$ cat src/rtl/hazard_scoreboard_if.sv
// Hazard scoreboard bus: ID-stage operand request, in-flight stage results,
// and the returned forwarding selects / operands / stall.
interface hazard_scoreboard_if #(
  parameter int AW    = 4,
  parameter int DW    = 32,
  parameter int DEPTH = 3,
  parameter int NSRC  = 2
);
  localparam int SW = $clog2(DEPTH + 1);

  logic                  id_valid;
  logic                  id_we;
  logic                  id_is_load;
  logic [AW-1:0]         id_rd;
  logic [NSRC*AW-1:0]    id_src;
  logic [NSRC-1:0]       id_src_used;
  logic                  flush;
  logic [DEPTH*DW-1:0]   stage_data;
  logic [NSRC*DW-1:0]    rf_data;
  logic                  stall;
  logic [NSRC*SW-1:0]    fwd_sel;
  logic [NSRC*DW-1:0]    fwd_data;

  // ID stage / pipeline side
  modport master (
    output id_valid, id_we, id_is_load, id_rd, id_src, id_src_used, flush,
           stage_data, rf_data,
    input  stall, fwd_sel, fwd_data
  );

  // Scoreboard side
  modport slave (
    input  id_valid, id_we, id_is_load, id_rd, id_src, id_src_used, flush,
           stage_data, rf_data,
    output stall, fwd_sel, fwd_data
  );
endinterface

$ cat src/rtl/hazard_scoreboard.sv
// Hazard/forwarding controller sitting beside ID. Tracks destination tags of
// in-flight instructions through DEPTH stages (EX..WB), picks the youngest
// matching producer per source port, and stalls on load-use.
// Optional feature macro: HZ_PERF_EN adds saturating perf_stalls/perf_fwds.
module hazard_scoreboard #(
  parameter int AW         = 4,
  parameter int DW         = 32,
  parameter int DEPTH      = 3,
  parameter int NSRC       = 2,
  parameter int LOAD_STAGE = 1
) (
  input  logic clk,
  input  logic R,
  hazard_scoreboard_if.slave bus
`ifdef HZ_PERF_EN
  ,
  output logic [31:0] perf_stalls,
  output logic [31:0] perf_fwds
`endif
);
  localparam int SW = $clog2(DEPTH + 1);

  // Per-stage tags: valid is control (reset), rd/ld are payload (no reset)
  logic [DEPTH-1:0] vld_p;
  logic [AW-1:0]    rd_p [DEPTH];
  logic [DEPTH-1:0] ld_p;

  logic [NSRC*SW-1:0] sel_c;
  logic [NSRC*DW-1:0] data_c;
  logic [NSRC-1:0]    busy_c;
  logic               stall_c;
  logic               tag_new;

  // Match each source against every stage; scanning oldest to youngest so the
  // youngest producer is the last to overwrite the select.
  always_comb begin
    sel_c  = '0;
    data_c = bus.rf_data;
    busy_c = '0;
    for (int i = 0; i < NSRC; i++) begin
      for (int k = DEPTH - 1; k >= 0; k--) begin
        if (bus.id_src_used[i] && vld_p[k] &&
            (rd_p[k] == bus.id_src[i*AW +: AW])) begin
          sel_c[i*SW +: SW]  = SW'(k + 1);
          data_c[i*DW +: DW] = bus.stage_data[k*DW +: DW];
          busy_c[i]          = ld_p[k] && (k < LOAD_STAGE);
        end
      end
    end
  end

  // flush wins over stall; a stalled or flushed ID instruction becomes a bubble
  assign stall_c      = bus.id_valid & ~bus.flush & (|busy_c);
  assign tag_new      = bus.id_valid & bus.id_we & ~stall_c & ~bus.flush;
  assign bus.stall    = stall_c;
  assign bus.fwd_sel  = sel_c;
  assign bus.fwd_data = data_c;

  // Tag valid shift: EX..WB never freeze, the WB tag simply drops out
  always_ff @(posedge clk or negedge R) begin
    if (!R) begin
      vld_p <= '0;
    end else begin
      vld_p[0] <= tag_new;
      for (int k = 1; k < DEPTH; k++) vld_p[k] <= vld_p[k-1];
    end
  end

  // Tag payload shift alongside the valid bits
  always_ff @(posedge clk) begin
    rd_p[0] <= bus.id_rd;
    ld_p[0] <= bus.id_is_load;
    for (int k = 1; k < DEPTH; k++) begin
      rd_p[k] <= rd_p[k-1];
      ld_p[k] <= ld_p[k-1];
    end
  end

`ifdef HZ_PERF_EN
  function automatic logic [31:0] sat_inc(input logic [31:0] c);
    return (c == 32'hFFFF_FFFF) ? c : c + 32'd1;
  endfunction

  // Saturating event counters for stalls and forwarded issues
  always_ff @(posedge clk or negedge R) begin
    if (!R) begin
      perf_stalls <= '0;
      perf_fwds   <= '0;
    end else begin
      if (stall_c) perf_stalls <= sat_inc(perf_stalls);
      if (!stall_c && bus.id_valid && !bus.flush && (|sel_c))
        perf_fwds <= sat_inc(perf_fwds);
    end
  end
`endif
endmodule

$ cat src/flat_wrapper.sv
// flat-port wrapper written by rule: the top's interface ports become plain ports
module hazard_scoreboard_flat 
#(
  parameter int AW         = 4,
  parameter int DW         = 32,
  parameter int DEPTH      = 3,
  parameter int NSRC       = 2,
  parameter int LOAD_STAGE = 1
)
  (clk, R, bus_id_valid, bus_id_we, bus_id_is_load, bus_id_rd, bus_id_src, bus_id_src_used, bus_flush, bus_stage_data, bus_rf_data, bus_stall, bus_fwd_sel, bus_fwd_data);
  hazard_scoreboard_if #(.AW(AW), .DW(DW), .DEPTH(DEPTH), .NSRC(NSRC)) bus_i ();
  input  logic clk;
  input  logic R;
  input wire logic [$bits(bus_i.id_valid)-1:0] bus_id_valid;
  input wire logic [$bits(bus_i.id_we)-1:0] bus_id_we;
  input wire logic [$bits(bus_i.id_is_load)-1:0] bus_id_is_load;
  input wire logic [$bits(bus_i.id_rd)-1:0] bus_id_rd;
  input wire logic [$bits(bus_i.id_src)-1:0] bus_id_src;
  input wire logic [$bits(bus_i.id_src_used)-1:0] bus_id_src_used;
  input wire logic [$bits(bus_i.flush)-1:0] bus_flush;
  input wire logic [$bits(bus_i.stage_data)-1:0] bus_stage_data;
  input wire logic [$bits(bus_i.rf_data)-1:0] bus_rf_data;
  output wire logic [$bits(bus_i.stall)-1:0] bus_stall;
  output wire logic [$bits(bus_i.fwd_sel)-1:0] bus_fwd_sel;
  output wire logic [$bits(bus_i.fwd_data)-1:0] bus_fwd_data;
  assign bus_i.id_valid = bus_id_valid;
  assign bus_i.id_we = bus_id_we;
  assign bus_i.id_is_load = bus_id_is_load;
  assign bus_i.id_rd = bus_id_rd;
  assign bus_i.id_src = bus_id_src;
  assign bus_i.id_src_used = bus_id_src_used;
  assign bus_i.flush = bus_flush;
  assign bus_i.stage_data = bus_stage_data;
  assign bus_i.rf_data = bus_rf_data;
  assign bus_stall = bus_i.stall;
  assign bus_fwd_sel = bus_i.fwd_sel;
  assign bus_fwd_data = bus_i.fwd_data;
  hazard_scoreboard #(.AW(AW), .DW(DW), .DEPTH(DEPTH), .NSRC(NSRC), .LOAD_STAGE(LOAD_STAGE)) u_core (.clk(clk), .R(R), .bus(bus_i));
endmodule
$ cat config.mk
export PLATFORM = sky130hd
export DESIGN_NAME = hazard_scoreboard_flat
export DESIGN_NICKNAME = d
export VERILOG_FILES = /design/src/rtl/hazard_scoreboard_if.sv /design/src/rtl/hazard_scoreboard.sv /design/src/flat_wrapper.sv
export SDC_FILE = /design/constraint.sdc
export NUM_CORES = 1
export LEC_CHECK = 0
export ABC_CLOCK_PERIOD_IN_PS = 1900
export CAP_MARGIN = 15
export CORE_MARGIN = 2
export CORE_UTILIZATION = 32
export CTS_CLUSTER_DIAMETER = 100
export CTS_CLUSTER_SIZE = 8
export DETAILED_ROUTE_END_ITERATION = 10
export PLACE_DENSITY = 0.84
export RECOVER_POWER = 100
export SLEW_MARGIN = 20
export SYNTH_ARGS = -nofsm -noshare
export SYNTH_HDL_FRONTEND = slang
export SYNTH_SLANG_ARGS = --single-unit
$ cat constraint.sdc
create_clock -name clk -period 1.9 [get_ports clk]
set_input_delay 0.38 -clock clk [delete_from_list [all_inputs] [get_ports clk]]
set_output_delay 0.38 -clock clk [all_outputs]
set_load 0.005 [all_outputs]
Word-level counts from Yosys, hierarchy flattened
Memories as Yosys holds them, arrays and structs flattened.
Cells that the tools add are included.
Widths: inputs -> output; s select.

word-level totals
  bits in registers = 4
  memory bits (writable) = 12
  input port bits = 180
  output and inout bits = 69
  logic and storage cells = 43
  memories kept = 1

cells by class
  equal/unequal tests = 6
  multiplexer cells = 14
  bitwise logic cells = 7
  reductions and logical operators = 13

memories
  memory       words  bits a word  rd ports  clocked after Yosys merged registers in  write ports  RTL line                 RTL
  u_core.rd_p  3      4            3         0                                        3            hazard_scoreboard.sv:25  logic [AW-1:0] rd_p [DEPTH];

operator list
  kind               count
  $mux 32            6
  $eq 4x4->1         6
  $logic_and 1x1->1  12
  $mux 2             6
  $and 1x1->1        5
  $mux 1             2
  $not 1->1          2
  $reduce_or 2->1    1

Longest topological paths before layout
  word-level depth = 8
  gate-level depth with buffers = 8
  mapped depth without buffers = 5

Least setup slack after synthesis
Ideal clock, no wire load.

  kind = input to output
  start point = input port bus_id_src[0]
  end point = output port bus_fwd_data[2]
  arrival time = 1.534 ns
  data required time = 1.520 ns
  slack = -0.014 ns
  stages on the path = 7
  buffers on the path = 2
  cell sequence = xor2_1 > nor3_2 > and4_1 > buf_4 > buf_4 > a221oi_1 > o31ai_1

on the way
  word-level cells in the longest chain between the ends = 5
  elaborated cells between the ends (all ways) = 9
  classes of those cells = eq/ne (3); mux (3); reduce/logical (3)

RTL lines
  what                  RTL line                 RTL
  start: declaration    flat_wrapper.sv:18       input wire logic [$bits(bus_i.id_src)-1:0] bus_id_src;
  $eq 4x4->1            hazard_scoreboard.sv:43  (rd_p[k] == bus.id_src[i*AW +: AW])) begin
  $logic_and 1x1->1     hazard_scoreboard.sv:42  if (bus.id_src_used[i] && vld_p[k] &&
  $mux 32 (2 in a row)  hazard_scoreboard.sv:42
  $mux 32 (*)           hazard_scoreboard.sv:42
  end: declaration      flat_wrapper.sv:25       output wire logic [$bits(bus_i.fwd_data)-1:0] bus_fwd_data;

Every way passes the cells marked *; elsewhere a longest branch is shown, timed or not.

==> results.txt <==
----------------------------------------------------
[Status]
  Status ... finished, violations left
  Violated checks ... negative setup slack

[Placed design]
  Estimated wirelength of the detail-placed design ... 12,290 um
  Placed insts ... 846
  Count of buffers inserted at the top-level ports ... approximately 250
  Final estimated routing congestion in global placement ... 0.8874
  Worst setup slack after placement ... -1.283 ns

[Timing]
  Final min period ... between 2 and 3 ns
  RSZ-0062 raised after global routing ... true
  Final-layout worst hold slack ... 0.3179 ns
  Fin. max-slew vios ... 0
  Measured slew at the worst slew-check pin ... about 0.33 ns
  Setup TNS ... -37.69 ns
  Worst Clk Skew ... 0.001383 ns
  Hold violation total from the final report ... 0
  Worst-case headroom to the max-slew limit ... 0.7784
  Final-report setup violation count ... 69
  Achievable clock frequency ... 0.3941 GHz
  Share of the cycle needed by the critical path after routing ... 1.335
  Setup ws final ... -0.6374 ns

[Floorplanning]
  Effective utilization at floorplan ... 0.3287
  Placeable Area ... about 10,000 um2
  # rows ... 37
  Floorplan die width ... 106.7 um
  Vertical die dimension ... ~110 um
  Boundary pin count ... 249
  Die Outline Area ... 11,390 um2

[Global route]
  Vias in the first global route ... between 5,000 and 6,000
  Overall Global Routing Usage ... 0.3562
  Maximum number of pins on one net before global-route repair ... 18
  Overflow after GRT ... 0
  Initial antenna violation count ... 1
  First-pass GRT wire length ... 31,730 um

[Worst setup path]
  Capturing element type of the critical path ... output pin
  Start of the worst register-to-register path ... u_core.rd_p[0][1]$_DFF_P_
  Startpoint types ... flip-flop
  Maximum fanout encountered on the critical timing path ... 8
  Max stage delay on crit path ... roughly 0.36 ns
  Critical Setup Path Class ... flip-flop to output pin
  Worst-case register-to-register setup slack ... 0.25 ns
  Worst Path Buf+Inv ... 6
  Data required time at the worst endpoint ... about 1.5 ns
  Family with the most delay on the worst path ... buffers and inverters
  Master of the slowest instance on the critical path ... sky130_fd_sc_hd__dfxtp_4
  Crit path launch ... u_core.rd_p[0][7]$_DFF_P_
  Critical path arrival ... 2.16 ns
  CP Cell Sequence ... xor2_2 > nor3_2 > buf_4 > nand4_1 > buf_6 > buf_6 > buf_12 > buf_6 > nor2_2 > o31ai_1 > buf_2
  Top cell by count, worst path ... sky130_fd_sc_hd__buf_6

[Synthesis]
  Most numerous cell in the Yosys netlist ... sky130_fd_sc_hd__nand2_1
  Cell type with the largest total area after synthesis ... sky130_fd_sc_hd__o31ai_1
  Count of state elements after synthesis ... 16
  Summed instance area of the synthesized netlist ... 3378 um2
  Most used flip-flop cell after synthesis ... sky130_fd_sc_hd__dfxtp_1
  Synthesized net count ... 654
  Mean post-synth cell area ... 7.127 um2
  Yosys synthesis warning count ... 0
  Leading cell types by total area after synthesis ... sky130_fd_sc_hd__o31ai_1 (13%), sky130_fd_sc_hd__a221oi_2 (12%), sky130_fd_sc_hd__a211oi_2 (10%)
  Sequential fraction of the synthesis area ... 0.09926
  Cells after Synth ... about 470
  Most numerous cell types in the synthesized netlist ... sky130_fd_sc_hd__nand2_1 (66), sky130_fd_sc_hd__nor2_1 (64), sky130_fd_sc_hd__o31ai_1 (57), sky130_fd_sc_hd__inv_1 (36), sky130_fd_sc_hd__nor3_1 (33)
  Share of the synthesized area in the top cell type ... 0.1267
  Ys async rst share ... 0.1875
  Number of enable-type register cells in the synthesized netlist ... 0
  Unique cell type count in the Yosys netlist ... 39

[Clock tree]
  Number of H-tree levels ... 1
  Clk buf depth ... 2
  Buffer type at the clock tree root ... sky130_fd_sc_hd__clkbuf_8
  Hold-fix buffers at CTS ... 0
  Clock tree from TritonCTS ... built
  Clock insertion delay at the later pin of the skew report ... 0.26 ns
  Number of buffers added by the clock tree synthesis step ... 3
  CTS clk-pin slew, worst paths ... 0.07 ns
  Clock sinks ... 16

[Drt]
  Wire length reported by the detailed router ... 21,700 um
  Vias per inst ... ~6.0
  Initial DRC count ... 466
  Pre-antenna DRT Iters ... 7
  Total vias in the final route ... around 5,600
  Drt wl/cell ... 23.11 um
  Post-DRT Antenna Nets ... 0
  DRC violations left ... 0

[Pwr]
  Max rail drop VDD ... 0.0003123 V
  Leakage ... 3.186 nW
  Pwr dens ... 235.5 nW/um2

[Cells and area]
  Fraction of layout cells with a size suffix above 1 ... 0.4676
  Total number of nets in the final design ... 983
  Area added between synthesis and finish ... 133.2%
  Filler Cells Inserted ... 650
  Final instance count without filler cells ... ~940

[Job]
  Max Cap Violations ... 0

[Min path]
  Worst hold path class ... input port to async pin

----------------------------------------------------
path summary, 6_finish.rpt:
kind | to | depth (start not counted)
min in group clk | u_core.rd_p[0][5]$_DFF_P_ | 0
max reg2reg | u_core.vld_p[0]$_DFF_PN0_ | 7
max in group asynchronous | u_core.vld_p[2]$_DFF_PN0_ | 1
min reg2reg | u_core.rd_p[0][5]$_DFF_P_ | 0
min | u_core.vld_p[0]$_DFF_PN0_ | 1
max | bus_fwd_data[55] | 11
cells in the final DEF (no fill, tap or decap), types with 3 or more instances in the layout:
master and count:
sky130_fd_sc_hd__bufbuf_16 4, sky130_fd_sc_hd__nor3_1 15, sky130_fd_sc_hd__clkdlybuf4s50_1 169, sky130_fd_sc_hd__a221oi_4 10
sky130_fd_sc_hd__o31ai_1 40, sky130_fd_sc_hd__a211oi_2 27, sky130_fd_sc_hd__a221oi_2 22, sky130_fd_sc_hd__inv_1 36
sky130_fd_sc_hd__and3_1 32, sky130_fd_sc_hd__xor2_1 5, sky130_fd_sc_hd__clkbuf_8 4, sky130_fd_sc_hd__buf_8 5
sky130_fd_sc_hd__nor2_2 6, sky130_fd_sc_hd__buf_16 10, sky130_fd_sc_hd__nor2_1 38, sky130_fd_sc_hd__xnor2_1 3
sky130_fd_sc_hd__buf_4 45, sky130_fd_sc_hd__dfxtp_2 6, sky130_fd_sc_hd__buf_12 27, sky130_fd_sc_hd__nor2_4 20
sky130_fd_sc_hd__nand2_1 66, sky130_fd_sc_hd__buf_6 39, sky130_fd_sc_hd__nor3_2 17, sky130_fd_sc_hd__nor3_4 3
sky130_fd_sc_hd__o31ai_2 24, sky130_fd_sc_hd__dfrtp_1 3, sky130_fd_sc_hd__buf_2 76, sky130_fd_sc_hd__xnor2_2 4
sky130_fd_sc_hd__xor2_2 3, sky130_fd_sc_hd__dfxtp_1 5, sky130_fd_sc_hd__a211oi_4 4
logic make-up after synthesis:
kind of cell | synth area share
simple gates | 0.2941
buf+inv | 0.1363
compound gates | 0.4215
xor+xnor | 0.04889
flops | 0.09926
cell type report:
class / count / area, um2 / share of cell area
sequential: 16 / 350.3 / 0.04447
multi-input combinational: 368 / 3273 / 0.4155
antenna: 1 / 2.502 / 0.0003177
clock buffer: 4 / 55.05 / 0.006989
timing repair buffer: 377 / 3887 / 0.4935
inverter: 37 / 138.9 / 0.01763
tap: 136 / 170.2 / 0.02160
repair_timing:
item / in CTS / in global routing
gates resized for setup: 479 / 45
gates cloned: 17 / 0
pin swaps: 108 / 28
endpoints found under the setup margin: 70 / 69
buffers inserted: 66 / 11
worst reg2reg max path: stages, from the launching register on:
cell                       delay (ns)
sky130_fd_sc_hd__dfxtp_1         0.34
sky130_fd_sc_hd__inv_2           0.06
sky130_fd_sc_hd__a222oi_1        0.30
sky130_fd_sc_hd__and4b_4         0.36
sky130_fd_sc_hd__buf_12          0.14
sky130_fd_sc_hd__buf_6           0.10
sky130_fd_sc_hd__o21ai_4         0.05
sky130_fd_sc_hd__and4b_1         0.19
stage by stage:
stage / cell area (um2) / total power, W / utilization
2_1_floorplan: 3378 / 0.0006839 / -
3_3_place_gp: 6233 / 0.001360 / 0.6065
3_5_place_dp: 6233 / 0.001382 / 0.6065
4_1_cts: 7702 / 0.001773 / 0.7495
5_1_grt: 7878 / 0.001921 / 0.7665
6_report: 7878 / 0.001856 / 0.7665
flip-flops by register name (all words and copies together) (netlist names):
register	count
u_core.vld_p	3
u_core.ld_p	1
u_core.rd_p	12
metal layers:
metal  global-route usage  vias up  wire length (um)
li1                     -     2404                 -
met1               0.3806     2631              7535
met2               0.6492      455             10860
met3              0.07295      122              2017
met4               0.1994        0              1283
met5                    0        -                 0
where the power goes:
| part | switching [W] | internal, W |
|---|---|---|
| sequential | 0.0000228 | 0.000354 |
| clock | 0.000131 | 0.000184 |
| combinational | 0.000468 | 0.000695 |
(Power assumes the default switching activity.)
